`config.mk`:
```
export PLATFORM = sky130hd
export DESIGN_NAME = blur_mm_master
export DESIGN_NICKNAME = d
export VERILOG_FILES = /design/src/rtl/blur_mm_master.sv
export SDC_FILE = /design/constraint.sdc
export NUM_CORES = 1
export LEC_CHECK = 0
export CAP_MARGIN = 15
export CORE_ASPECT_RATIO = 0.6
export CORE_UTILIZATION = 45
export DETAILED_ROUTE_END_ITERATION = 10
export PLACE_DENSITY_LB_ADDON = 0.3
export SLEW_MARGIN = 20
export SYNTH_ARGS = -nofsm -noshare
export SYNTH_HDL_FRONTEND = slang
export SYNTH_SLANG_ARGS = --single-unit
```
`constraint.sdc`:
```
create_clock -name clk -period 5.24 [get_ports clk]
set_input_delay 1.572 -clock clk [delete_from_list [all_inputs] [get_ports clk]]
set_output_delay 1.572 -clock clk [all_outputs]
set_load 0.05 [all_outputs]
```
`src/rtl/blur_mm_master.sv`:
```
// Avalon-MM initiator that feeds one 3x3 window to the Gaussian conv slave
// (registers 0..8), reads the result from register 9 and returns it on a handshake.
module blur_mm_master #(
  parameter int unsigned READ_LATENCY = 1
) (
  input  logic        clk,
  input  logic        rst,
  input  logic        in_valid,
  output logic        in_ready,
  input  logic [71:0] in_window,
  output logic        out_valid,
  input  logic        out_ready,
  output logic [7:0]  out_pixel,
  output logic        err,
  output logic [3:0]  m_addr,
  output logic [31:0] m_wdata,
  output logic        m_cs,
  output logic        m_write,
  output logic        m_read,
  input  logic        m_waitrequest,
  input  logic [31:0] m_rdata
);

  typedef enum logic [2:0] {IDLE, WRITE, READ, WAIT, OUT} state_t;

  localparam logic [2:0] LAT = 3'(READ_LATENCY);

  state_t          state_q;
  logic [8:0][7:0] win_q;
  logic [3:0]      idx_q;
  logic [2:0]      lat_q;
  logic            out_valid_q;
  logic [7:0]      out_pixel_q;
  logic            err_q;
  logic [3:0]      m_addr_q;
  logic [31:0]     m_wdata_q;
  logic            m_cs_q;
  logic            m_write_q;
  logic            m_read_q;
  logic [3:0]      idx_d;

  assign idx_d = idx_q + 4'd1;

  // Bus outputs are registered and loaded one state ahead, so they are valid
  // in the first cycle of WRITE/READ and frozen whenever waitrequest stalls.
  always_ff @(posedge clk) begin
    if (rst) begin
      state_q     <= IDLE;
      win_q       <= '0;
      idx_q       <= '0;
      lat_q       <= '0;
      out_valid_q <= 1'b0;
      out_pixel_q <= '0;
      err_q       <= 1'b0;
      m_addr_q    <= '0;
      m_wdata_q   <= '0;
      m_cs_q      <= 1'b0;
      m_write_q   <= 1'b0;
      m_read_q    <= 1'b0;
    end else begin
      case (state_q)
        IDLE: begin
          if (in_valid) begin
            win_q     <= in_window;
            idx_q     <= '0;
            m_cs_q    <= 1'b1;
            m_write_q <= 1'b1;
            m_addr_q  <= '0;
            m_wdata_q <= {24'd0, in_window[7:0]};
            state_q   <= WRITE;
          end
        end
        WRITE: begin
          if (!m_waitrequest) begin
            if (idx_q == 4'd8) begin
              m_write_q <= 1'b0;
              m_read_q  <= 1'b1;
              m_addr_q  <= 4'd9;
              m_wdata_q <= '0;
              state_q   <= READ;
            end else begin
              idx_q     <= idx_d;
              m_addr_q  <= idx_d;
              m_wdata_q <= {24'd0, win_q[idx_d]};
            end
          end
        end
        READ: begin
          if (!m_waitrequest) begin
            m_cs_q   <= 1'b0;
            m_read_q <= 1'b0;
            m_addr_q <= '0;
            lat_q    <= LAT;
            state_q  <= WAIT;
          end
        end
        WAIT: begin
          lat_q <= lat_q - 3'd1;
          if (lat_q == 3'd1) begin
            out_pixel_q <= m_rdata[7:0];
            out_valid_q <= 1'b1;
            if (m_rdata[31:8] != 24'd0) err_q <= 1'b1;
            state_q <= OUT;
          end
        end
        OUT: begin
          if (out_ready) begin
            out_valid_q <= 1'b0;
            state_q     <= IDLE;
          end
        end
        default: state_q <= IDLE;
      endcase
    end
  end

  assign in_ready  = (state_q == IDLE);
  assign out_valid = out_valid_q;
  assign out_pixel = out_pixel_q;
  assign err       = err_q;
  assign m_addr    = m_addr_q;
  assign m_wdata   = m_wdata_q;
  assign m_cs      = m_cs_q;
  assign m_write   = m_write_q;
  assign m_read    = m_read_q;

endmodule

```
# After elaboration in Yosys (flattened, before gate mapping)
# Cells that the tools add are included.
# word_totals
reg_bits	131
in_bits	109
wordCells	91
# classes
n_addsub	2
magnitude_cmp	1
eq_ne	13
n_mux	35
reduce_logical	20
# op_table
cell	count
2-to-1 mux 32 bit	2
case mux 32 bit (2 select lines)	1
binary-select mux 8 bit (select 4 bit)	1
2-to-1 mux 4 bit	6
nonzero test 24 bit	1
2-to-1 mux 3 bit	7
2-to-1 mux 8 bit	2
AND reduction 4 bit	4
case mux 3 bit (5 select lines)	1
inequality test 2 bit (second input constant)	7
case mux 4 bit (3 select lines)	1
AND reduction 3 bit	4
nonzero test 2 bit	5
2-to-1 mux 1 bit	8
case mux 1 bit (2 select lines)	4
case mux 4 bit (2 select lines)	1
== test 3 x 1 -> 1 bit (second input constant)	2
== test 3 x 2 -> 1 bit (second input constant)	2
case mux 3 bit (2 select lines)	1
AND reduction 2 bit	3
AND reduction 6 bit	1
less-than comparator 4 x 5 -> 1 bit (second input constant)	1
adder 4 x 1 -> 4 bit (second input constant)	1
== test 4 bit (second input constant)	1
other kinds (4)	4

# Depth between registers and ports, before layout
# Gate-level depths: netlist of the first run.
# logic_depth
ltp_word	6
mapped_depth	10
depth_no_buf	7

# Worst setup path after synthesis of the first run
# OpenSTA, ideal clock, no wires.
# synth_timing
path_type	register to output
from	register state_q[2]
to	output port in_ready
arrival_ns	1.590
t_required_ns	3.668
setup_slack_ns	2.078
stages_incl_launch_ff	3
path_buffers	1
path_cell_list	dfxtp_1 -> buf_2 -> nor3_1
# synth_between
elab_chain_len	1
# synth_rtl
item	line_no	rtl
from (decl)	28	state_t state_q;
from (signal assigned)	48	state_q <= IDLE;
from (signal assigned)	70	state_q <= WRITE;
from (signal assigned)	80	state_q <= READ;
logical NOT 3 bit	117	assign in_ready = (state_q == IDLE);
to (decl)	9	output logic in_ready,
# No other way between the ends.

# Final worst setup path of the first run
# layout_timing
from	register state_q[1]
to	output port in_ready
# Same word-level chain as after synthesis.

==> reports/summary.txt, run 1 <==
clk_lat worst skew: 0.35 ns
CTS Buf Count: 9
root cell of the clock tree: clkbuf_16
final core occ: 61.75%
Leak: 2.323 nW
sw frac: 26.72%
Max-Cap Viols: 0
ant diodes: 0
Crit Path Class: flop to primary output
DRC viols: 0
share of flip-flops with an asynchronous set or reset: 0%
initial detailed-routing violation count: 435
Psw: 0.5323 mW
core area: 10670 um2
CTS tree: yes
Setup WS pre-CTS: 1.702 ns
Nets: 806
clock skew: 0.004612 ns
post-synthesis cell type count: 50
RSZ-0062 raised after global routing: false
peak supply drop: 0.1755 mV
Horiz. Die Dim: 137.7 um
CTS resizes: 0
FILL cells: 922
Post-synth EDFFs: 0
status: finished, final reports clean
slowest stage delay, CP: 0.83 ns
Die ar.: 11490 um2
Final Cell Area: 6588 um2
largest net degree at the start of global routing: 108
routed wl met3: 980 um
Clock Path Buffers: 2
final wirelength: 13350 um
CTS Hold Bufs: 0
CP max stage cell: clkdlybuf4s50_1
Slew Limit Fails: 0
Final TNS setup: 0 ns
dpl hpwl: 9334 um
Critical R2R Launch: idx_q[0]
drt first pass iters: 5
top_reg_cell synth: dfxtp_1
Yosys Warn Count: 0
routed metal-1 wire length: 5986 um
initial antenna violation count: 0
Routed WL per cell: 15.95 um
Tcrit/Tclk final: 66.22%
Pint: 1.460 mW
crit path max fanout: 16
Slew headroom: 29.99%
Crit path arrival time: 1.90 ns
Clock transition at path regs: 0.07 ns
Synth Instances: 585
Final Hold Viols: 0
Cell Chain, Critical Path: nor3_1 > clkdlybuf4s50_1
vias per cell: 5.423
Final ANT Viol Nets: 0
RePlAce Congestion: 0.8298
PwrDens: 302.4 nW/um2
setup ws final: 1.770 ns
crit end category: primary output
clock power share: 37.0%
layout cells sized above 1: 7.736%
register area share after synthesis: 43.07%
DP Area: 6255 um2
mapped cell area: 4974 um2
Fmax: 288.2 MHz
crit path from: state_q[1]
Synth Register Bits: 107
Vias: 4539
IO Port Bufs: 134
min-delay src: win_q[48]
Comb pwr share: 18.6%
final setup fails: 0
total track usage: 24.56%
Synth Area per Inst: 8.502 um2
Hold WC Path Type: flop to flop
uppermost routed layer: met4
Die Y: 83.44 um
CP Launch Type: flop
post-CTS repair timing setup buffer count: 0
Reg power frac: 44.4%
Syn-to-layout area delta: 32.45%
WP data required: 3.67 ns
first-pass GRT wire length: 21660 um
initial core utilization: 46.62%
vias in the first global route: 4349
IO Count: 159
WHS: 0.4569 ns
remaining global-route overflow: 0
H-tree lvl count: 3
clock sinks: 107
row count: 29
crit path time final: 3.470 ns
Routed met2 length: 6245 um
Worst-Margin Slew: 1.050 ns
-- critical path: cells and delay by family (launching register included) --
| family | cells | cell delay (ns) |
|---|---|---|
| DFF | 1 | 0.50 |
| and+or+nand+nor | 1 | 0.21 |
| buffers and inverters | 1 | 0.83 |
-- per-stage QoR --
| step | cells | total power [mW] |
|---|---|---|
| after detailed placement | 821 | 1.270 |
| after floorplan | 608 | 1.137 |
| final | 837 | 1.992 |
| after CTS | 837 | 1.996 |
| after global routing | 837 | 2.062 |
| after global placement | 821 | 1.259 |
-- Yosys cell counts (2+ instances only) --
library cell	instances	area, um2
a221oi_2	7	105.1
nand2b_1	6	37.54
nor3_1	5	25.02
buf_1	6	22.52
clkbuf_1	21	78.83
buf_2	11	55.05
a221oi_1	7	61.31
ha_1	4	50.05
nor2b_1	4	25.02
nand2_1	164	615.6
or3_1	3	18.77
a21oi_1	88	440.4
a211o_1	2	17.52
buf_4	24	180.2
nor4_1	6	37.54
a22oi_1	9	67.56
o211ai_1	7	52.55
dfxtp_1	107	2142
xnor2_1	2	17.52
and2_1	2	12.51
o21ai_0	6	30.03
nand3_1	3	15.01
a31oi_1	2	12.51
mux2i_1	12	120.1
inv_1	8	30.03
nor2_1	30	112.6
mux4_2	16	360.4
-- routing by layer --
metal	vias up	global-route usage, %
met5	-	0
met4	0	6.225
li1	2193	-
met3	14	6.288
met2	158	38.69
met1	2174	33.44
-- power groups by stage --
stage	combinational [mW]	sequential, mW	clock [mW]
2_1_floorplan	0.216	0.921	0
3_3_place_gp	0.359	0.900	0
3_5_place_dp	0.367	0.903	0
4_1_cts	0.370	0.884	0.742
5_1_grt	0.397	0.890	0.774
6_report	0.370	0.885	0.737
-- state kept, by name (all words and copies together), names as in the netlist --
name,count
idx_q,4
lat_q,3
m_read,1
win_q,72
out_pixel,8
m_write,1
m_addr,4
m_wdata,8
state_q,3
err,1
m_cs,1
out_valid,1
-- area by class of cell --
class	count	area, um2	area share [%]
tap	139	173.9	2.640
timing repair buffer	137	1365	20.72
multi-input combinational	429	2544	38.61
sequential	107	2142	32.52
clock inverter	4	72.57	1.102
inverter	9	33.78	0.5128
clock buffer	12	256.5	3.894
-- logic make-up after synthesis --
logic type / count (synthesis) / share of synthesized area (%)
adder cells (fa/ha/maj): 4 / 1.006
multiplexers: 28 / 9.661
other: 1 / 0.07540
AO/OA/AOI/OAI: 137 / 18.04
XOR/XNOR: 2 / 0.3523
buffers and inverters: 72 / 7.673
flip-flops: 107 / 43.07
AND/OR/NAND/NOR: 234 / 20.13
-- path summary, 6_finish.rpt --
check        cells past startpoint  slack, ns          to
min reg2reg                      2       0.46   win_q[48]
max reg2reg                      6       2.10  m_wdata[3]
min                              2       0.46   win_q[48]
max                              2       1.77    in_ready
-- cell usage in the layout, fill, tap and decap left out, types with 2 or more instances in the layout --
cell type          n
a211o_1            2
xnor2_1            2
mux2i_1           12
bufinv_16          2
ha_1               4
nor2b_1            4
dfxtp_1          107
inv_1              8
nand3_1            3
a221oi_2           7
a221oi_1           7
clkbuf_8           2
nor3_1             5
and2_1             2
clkdlybuf4s50_1  133
mux4_2            16
o21ai_0            6
conb_1            24
nor2_1            30
a22oi_1            9
a21oi_1           88
nand2_1          164
buf_4              3
o211ai_1           7
or3_1              2
nand2b_1           6
nor4_1             6
a31oi_1            2
clkbuf_16          9
Note: power is estimated with default switching activity, not from simulation.
==> inputs of run 2 (changes only) <==
clock period = 3.6 ns   (was 5.24 ns; I/O delays follow)
==> run 2 against run 1 <==
Effect of this change: clock skew up 0.0026 ns; largest cell class unchanged; largest power group unchanged; worst hold slack worse by 0.0011 ns; sequential power up 46%; final cell count up 0.36%; clock power up 34%; critical path type unchanged; via count down 1.8%.
==> reports/summary.txt, run 2 (same netlist as run 1, synthesis figures left out) <==
core area: 10670 um2
Clock Path Buffers: 2
Final ANT Viol Nets: 0
final wirelength: 13430 um
clock sinks: 107
IO Count: 159
crit end category: primary output
DP Area: 6282 um2
IO Port Bufs: 134
Critical R2R Launch: idx_q[0]
final setup fails: 0
Setup WS pre-CTS: 0.5255 ns
Final Cell Area: 6584 um2
Slew Limit Fails: 0
initial core utilization: 46.62%
crit path from: state_q[1]
Final Hold Viols: 0
Final TNS setup: 0 ns
Routed WL per cell: 15.99 um
CTS Hold Bufs: 0
H-tree lvl count: 3
Largest Register: win_q
Crit path arrival time: 1.87 ns
CTS Buf Count: 9
dpl hpwl: 9586 um
Clock transition at path regs: 0.07 ns
FILL cells: 912
Horiz. Die Dim: 137.7 um
layout cells sized above 1: 8.000%
Die Y: 83.44 um
initial detailed-routing violation count: 354
DRC viols: 0
WP data required: 2.52 ns
clk_lat worst skew: 0.35 ns
max FFs per register: 72
Hold WC Path Type: flop to flop
Fmax: 338.7 MHz
CTS tree: yes
crit path time final: 2.952 ns
sw frac: 27.62%
Slew headroom: 45.42%
PwrDens: 427.6 nW/um2
Max-Cap Viols: 0
CP Launch Type: flop
setup ws final: 0.6476 ns
CTS resizes: 0
Pint: 2.037 mW
largest net degree at the start of global routing: 108
Comb pwr share: 19.3%
Reg area: 2142 um2
most frequent cells in the layout: nand2_1, clkdlybuf4s50_1, dfxtp_1
initial antenna violation count: 1
post-CTS repair timing setup buffer count: 0
min-delay src: win_q[2]
vias in the first global route: 4250
Leak: 2.323 nW
Vias: 4458
status: finished, final reports clean
clock power share: 35.0%
drt first pass iters: 4
Reg power frac: 45.8%
RePlAce Congestion: 0.8422
commonest non-fill, non-tap cell in the layout: nand2_1
remaining global-route overflow: 0
Psw: 0.7777 mW
Die ar.: 11490 um2
Crit Path Class: flop to primary output
Worst-Margin Slew: 0.8186 ns
RSZ-0062 raised after global routing: false
root cell of the clock tree: clkbuf_16
peak supply drop: 0.2623 mV
Nets: 808
crit path max fanout: 16
Syn-to-layout area delta: 32.38%
total track usage: 24.27%
vias per cell: 5.307
row count: 29
first-pass GRT wire length: 21470 um
area taken by multi-input logic gates: 2544 um2
Tcrit/Tclk final: 82.01%
clock skew: 0.007242 ns
==> run 2: worst max-delay path, cell delays in order, from the launching register on <==
cell and delay [ns]:
dfxtp_1 0.49, nor3_1 0.21, clkdlybuf4s50_1 0.83
==> run 2: final cells by class <==
| cell class | count | share of cell area [%] |
|---|---|---|
| repair buffers | 139 | 21.15 |
| diodes | 1 | 0.03801 |
| well taps | 139 | 2.642 |
| multi-input cells | 429 | 38.64 |
| clock inverters | 5 | 0.7982 |
| clock buffers | 11 | 3.687 |
| flip-flops and latches | 107 | 32.54 |
| inverters | 9 | 0.5131 |
==> run 2: worst paths after layout <==
kind                                    to  slack (ns)  cells past startpoint
worst max register to register  m_wdata[5]        0.93                      7
worst min-delay path              win_q[2]        0.46                      2
worst max-delay path              in_ready        0.65                      2
worst min register to register    win_q[2]        0.46                      2
==> run 2: power groups by stage <==
stage	registers, mW	clock network (mW)	logic (mW)
final	1.29	0.985	0.542
after global routing	1.30	1.03	0.583
after CTS	1.29	0.993	0.543
after detailed placement	1.31	0	0.540
after global placement	1.31	0	0.528
after floorplan	1.34	0	0.314
==> run 2: per-stage QoR <==
| step | hold WS, ns | utilization [%] | total power, mW | std cells |
|---|---|---|---|---|
| floorplan | 0.4331 | - | 1.655 | 608 |
| global placement | 0.4384 | 58.89 | 1.837 | 823 |
| detailed placement | 0.4462 | 58.89 | 1.854 | 823 |
| CTS | 0.4555 | 61.66 | 2.823 | 839 |
| global route | 0.4745 | 61.69 | 2.912 | 839 |
| finish | 0.4558 | 61.72 | 2.815 | 840 |
==> run 2: layer usage <==
metal  global-route usage, %  vias to the layer above  part of all wire [%]
met2                   39.01                      136                    47
met3                   5.006                       22                   6.4
met1                   32.78                     2113                    45
met4                   7.016                        0                   1.4
met5                       0                        -                     0
li1                        -                     2187                     -
==> variant 1 (settings of run 2) <==
One comparison of `idx_q` changes from == to >=.
--- a/src/rtl/blur_mm_master.sv
+++ b/src/rtl/blur_mm_master.sv
@@ -72,7 +72,7 @@
         end
         WRITE: begin
           if (!m_waitrequest) begin
-            if (idx_q == 4'd8) begin
+            if (idx_q >= 4'd8) begin
               m_write_q <= 1'b0;
               m_read_q  <= 1'b1;
               m_addr_q  <= 4'd9;
Behaviour: same outputs for any inputs over 4 cycles, from zero or initial values and one cycle with rst high; that may be too few to reach the edited logic, so the function may still have changed.
==> variant 1 against run 2 <==
The run now ends with design-rule violations left. Routed wire length rose by 2.2%. Setup slack lost 17 ps. Sequential share of layout area about the same. Synthesized area grew 2.1%. Total power shrank 0.43%. Register-to-register slack better by 140 ps. Non-clock buffer count did not move. Sequential cell count unchanged. Cell area up 0.13%. Combinational power down 8.1%. Largest cell class unchanged.
==> variant 1: results (changes against run 2) <==
Worst-Margin Slew: 940 ps (+122 ps)
Worst vdd ir: 0.000284 V (+8.1%)
Hold endpoint: win_q[39]
Minimum hold slack: 455 ps (-1.13 ps)
Routed via count: 4552 (+2.1%)
Vias in the first global route: 4350 (+2.4%)
Worst EP arrival: 1890 ps (+20 ps)
Post-Route WL: 13700 microns (+2.2%)
Top post-synthesis cells by count: 155 x nand2_1, 107 x dfxtp_1, 94 x a21oi_1
Starting DRT DRC Count: 378 (+6.8%)
Largest cells by area after synthesis: dfxtp_1 42%, nand2_1 11%, a21oi_1 9.3%
DR DRC count: 7 (+7)
Hold Path Origin: win_q[39]
Failing checks: design-rule violations
Placed Cells incl. Taps: 845 (+2.7%)
Synthesized area per cell: 8.31 sq um (-2.3%)
Worst Clk Skew: 5.83 ps (-1.41 ps)
Antenna cells: 0 (-1)
Status: complete, but fails checks
Initial antenna violation count: 0 (-1)
Sequential area share after synthesis: 42.2% (-0.87 points)
DR vias/cell: 5.29 (-0.38%)
Worst R2R Setup Slack: 1070 ps (+140 ps)
Overall Global Routing Usage: 23.6% (-0.72 points)
Hpwl dp: 9760 microns (+1.8%)
P_leak: 0.00240 uW (+3.5%)
Critical-path maximum fanout: 18 (+2)
R2r startpoint: idx_q[1]
DRT Pass-1 Iters: 8 (+4)
GPL Wtd Cong: 0.802 (-4.7%)
Wire length of the first global-routing pass: 21800 microns (+1.4%)
Layout cells sized above 1: 6.37% (-1.6 points)
Synth unique cells: 47 (-6.0%)
Largest net degree at the start of global routing: 76 (-30%)
Internal Pwr Total: 2020 uW (-0.65%)
Fin nets: 830 (+2.7%)
==> variant 1: how the worst max path moves through the flow <==
stage	from	endpoint	slack, ps	cells past startpoint
2_1_floorplan	state_q[0]	in_ready	850	3
3_3_place_gp	in_valid	m_wdata[4]	830	6
3_5_place_dp	in_valid	m_wdata[6]	650	6
4_1_cts	state_q[0]	in_ready	630	2
5_1_grt	state_q[0]	in_ready	570	2
6_report	state_q[0]	in_ready	630	2
==> variant 1: per-layer routing <==
metal / vias to the layer above / part of all wire (%) / track usage [%]
met1: 2143 / 48 / 32.6
li1: 2252 / - / -
met2: 145 / 45 / 36.8
met4: 0 / 0.90 / 5.25
met3: 12 / 6.3 / 6.27
met5: - / 0 / 0
==> variant 1: cells by family (layout without fill, tap and decap cells) <==
family	Yosys count	count (layout)	share of synthesized area, %
mux	37	37	9.54
xor+xnor	4	4	1.43
fa+ha+maj	4	4	0.986
simple gates	241	241	20.1
other cells	1	24	0.0739
buf+inv	75	163	9.44
compound gates	142	142	16.2
flops	107	107	42.2
==> variant 1: power groups by stage <==
stage	Combinational, uW	Clock [uW]	Sequential [uW]
detailed placement	494	0	1310
floorplan	297	0	1330
finish	498	1020	1280
global placement	485	0	1300
global route	535	1080	1290
CTS	498	1030	1280
==> variant 1: cell type report <==
type,count,area (sq um)
Timing Repair Buffer,139,1390
Multi-Input combinational cell,452,2540
Sequential cell,107,2140
Tap cell,139,174
Inverter,8,30.0
Clock inverter,6,73.8
Fill cell,938,4180
Clock buffer,10,239
==> variant 1: metrics by stage <==
step                      cell area (sq um)  worst slack [ps]
after CTS                              6590               629
after global placement                 6280               828
after floorplan                        5160               854
after detailed placement               6280               649
after global routing                   6590               566
final                                  6590               631
==> variant 1: critical path, cell delays in order, from the launching register on <==
cell,delay [ps]
dfxtp_1,480
nor3_1,230
clkdlybuf4s50_1,830
==> variant 2 (flow settings as in run 2) <==
Without the edit above. Re-encode `state_t` (5 states) as one-hot, 5 bits wide.
--- a/src/rtl/blur_mm_master.sv
+++ b/src/rtl/blur_mm_master.sv
@@ -21,7 +21,7 @@
   input  logic [31:0] m_rdata
 );
 
-  typedef enum logic [2:0] {IDLE, WRITE, READ, WAIT, OUT} state_t;
+  typedef enum logic [4:0] {IDLE = 5'b00001, WRITE = 5'b00010, READ = 5'b00100, WAIT = 5'b01000, OUT = 5'b10000} state_t;
 
   localparam logic [2:0] LAT = 3'(READ_LATENCY);
 
Check against the original RTL: no difference found for any inputs over 10 cycles, from zero or initial values and one cycle with rst high; not proved beyond that.
==> variant 2 against run 2 <==
The run now ends with design-rule violations left. Total power up 15%. Synthesized cell count is 0.17% lower. Die area grew 1.0%. Routed wire length is 0.19% lower. Sequential cell count increased by 2. Via count up 0.76%. Sequential share of layout area rose by 0.051 points. Setup slack lost 250 ps. Cell area grew 1.7%. Clock skew hardly changed. First-iteration DRC count rose by 6.8%. Synthesized area increased by 1.0%. Critical path type unchanged. Critical endpoint unchanged. Largest power group unchanged.
==> variant 2: results (changes against run 2) <==
P_leak: 0.00238 uW (+2.5%)
DRT Pass-1 Iters: 8 (+4)
Status: complete, but fails checks
Met3 Use GR: 5.39% (+0.39 points)
Initial antenna violation count: 0 (-1)
DR WL met2: 6110 microns (-4.1%)
Storage element area: 2180 sq um (+1.9%)
DR DRC count: 14 (+14)
M2 GR Usage: 36.5% (-2.5 points)
Layout cells sized above 1: 8.86% (+0.86 points)
Overall Global Routing Usage: 23.5% (-0.81 points)
Wire length of the first global-routing pass: 21400 microns (-0.35%)
DR vias/cell: 5.35 (+0.88%)
Worst vdd ir: 0.000244 V (-6.9%)
Met3 WL post-DR: 998 microns (+17%)
Critical-path maximum fanout: 7 (-9)
Routed via count: 4492 (+0.76%)
Antenna cells: 0 (-1)
Post-Route WL: 13400 microns (-0.19%)
Worst R2R Setup Slack: 1030 ps (+100 ps)
GPL Wtd Cong: 0.901 (+7.0%)
Top post-synthesis cells by count: 165 x nand2_1, 109 x dfxtp_1, 86 x a21oi_1
Failing checks: design-rule violations
Fillers: 904 (-0.88%)
P_sw: 927 uW (+19%)
Minimum hold slack: 453 ps (-2.82 ps)
Hold endpoint: win_q[17]
Placed Area: 6350 sq um (+1.1%)
Worst-Margin Slew: 929 ps (+111 ps)
Hold Path Origin: win_q[17]
Starting DRT DRC Count: 378 (+6.8%)
Vias in the first global route: 4279 (+0.68%)
Critical R2R Capture: m_wdata[0]
Sequential area share after synthesis: 43.4% (+0.36 points)
Post-synthesis cell count: 584 (-0.17%)
Worst Clk Skew: 7.42 ps (+0.177 ps)
Post-Route M1 WL: 6120 microns (+1.8%)
Met1 Track Usage GR: 32.5% (-0.26 points)
Largest net degree at the start of global routing: 75 (-31%)
Hpwl dp: 9600 microns (+0.16%)
Htree depth: 3 (unchanged)
Largest cells by area after synthesis: dfxtp_1 43%, nand2_1 12%, a21oi_1 8.6%
## variant 2: cell count changes in the layout (fill, tap and decap cells not counted), sizes merged, moves of 3 or more
cell	change
a22oi	-9
or3	-3
xor2	+4
nand2b	-3
inv	-5
nand4b	+5
nand3	+4
mux2	+8
nor2b	-3
## variant 2: final cells by class
type	count	share of cell area, %
Sequential cell	109	32.6
Timing Repair Buffer	141	21.2
Tap cell	139	2.60
Multi-Input combinational cell	430	38.3
Clock inverter	3	0.972
Inverter	4	0.224
Clock buffer	13	4.19
## variant 2: cell families after synthesis
family	Yosys count	synth area share (%)
AND/OR/NAND/NOR	240	21.2
AO/OA/AOI/OAI	124	15.1
flip-flops	109	43.4
buffers and inverters	68	7.35
multiplexers	34	11.0
adder cells (fa/ha/maj)	4	0.996
XOR/XNOR	4	0.847
other	1	0.0746
## variant 2: worst max-delay path by stage
stage | start | end | slack [ps] | cells after the start
finish | state_q[0] | in_ready | 400 | 3
global route | state_q[2] | in_ready | 310 | 3
CTS | state_q[0] | in_ready | 400 | 3
detailed placement | m_waitrequest | m_wdata[7] | 600 | 6
global placement | m_waitrequest | idx_q[3] | 650 | 6
floorplan | idx_q[0] | m_wdata[6] | 1330 | 8
## variant 2: power by group through the flow
| stage | combinational (uW) | clock (uW) | sequential [uW] |
|---|---|---|---|
| 3_5_place_dp | 743 | 0 | 1390 |
| 2_1_floorplan | 446 | 0 | 1440 |
| 5_1_grt | 805 | 1170 | 1380 |
| 6_report | 746 | 1110 | 1370 |
| 3_3_place_gp | 727 | 0 | 1390 |
| 4_1_cts | 747 | 1120 | 1360 |
## variant 2: critical path, delay by kind of cell (launching register included)
family | cells | cell delay (ps)
DFF | 1 | 460
and+or+nand+nor | 2 | 490
buffers and inverters | 1 | 820
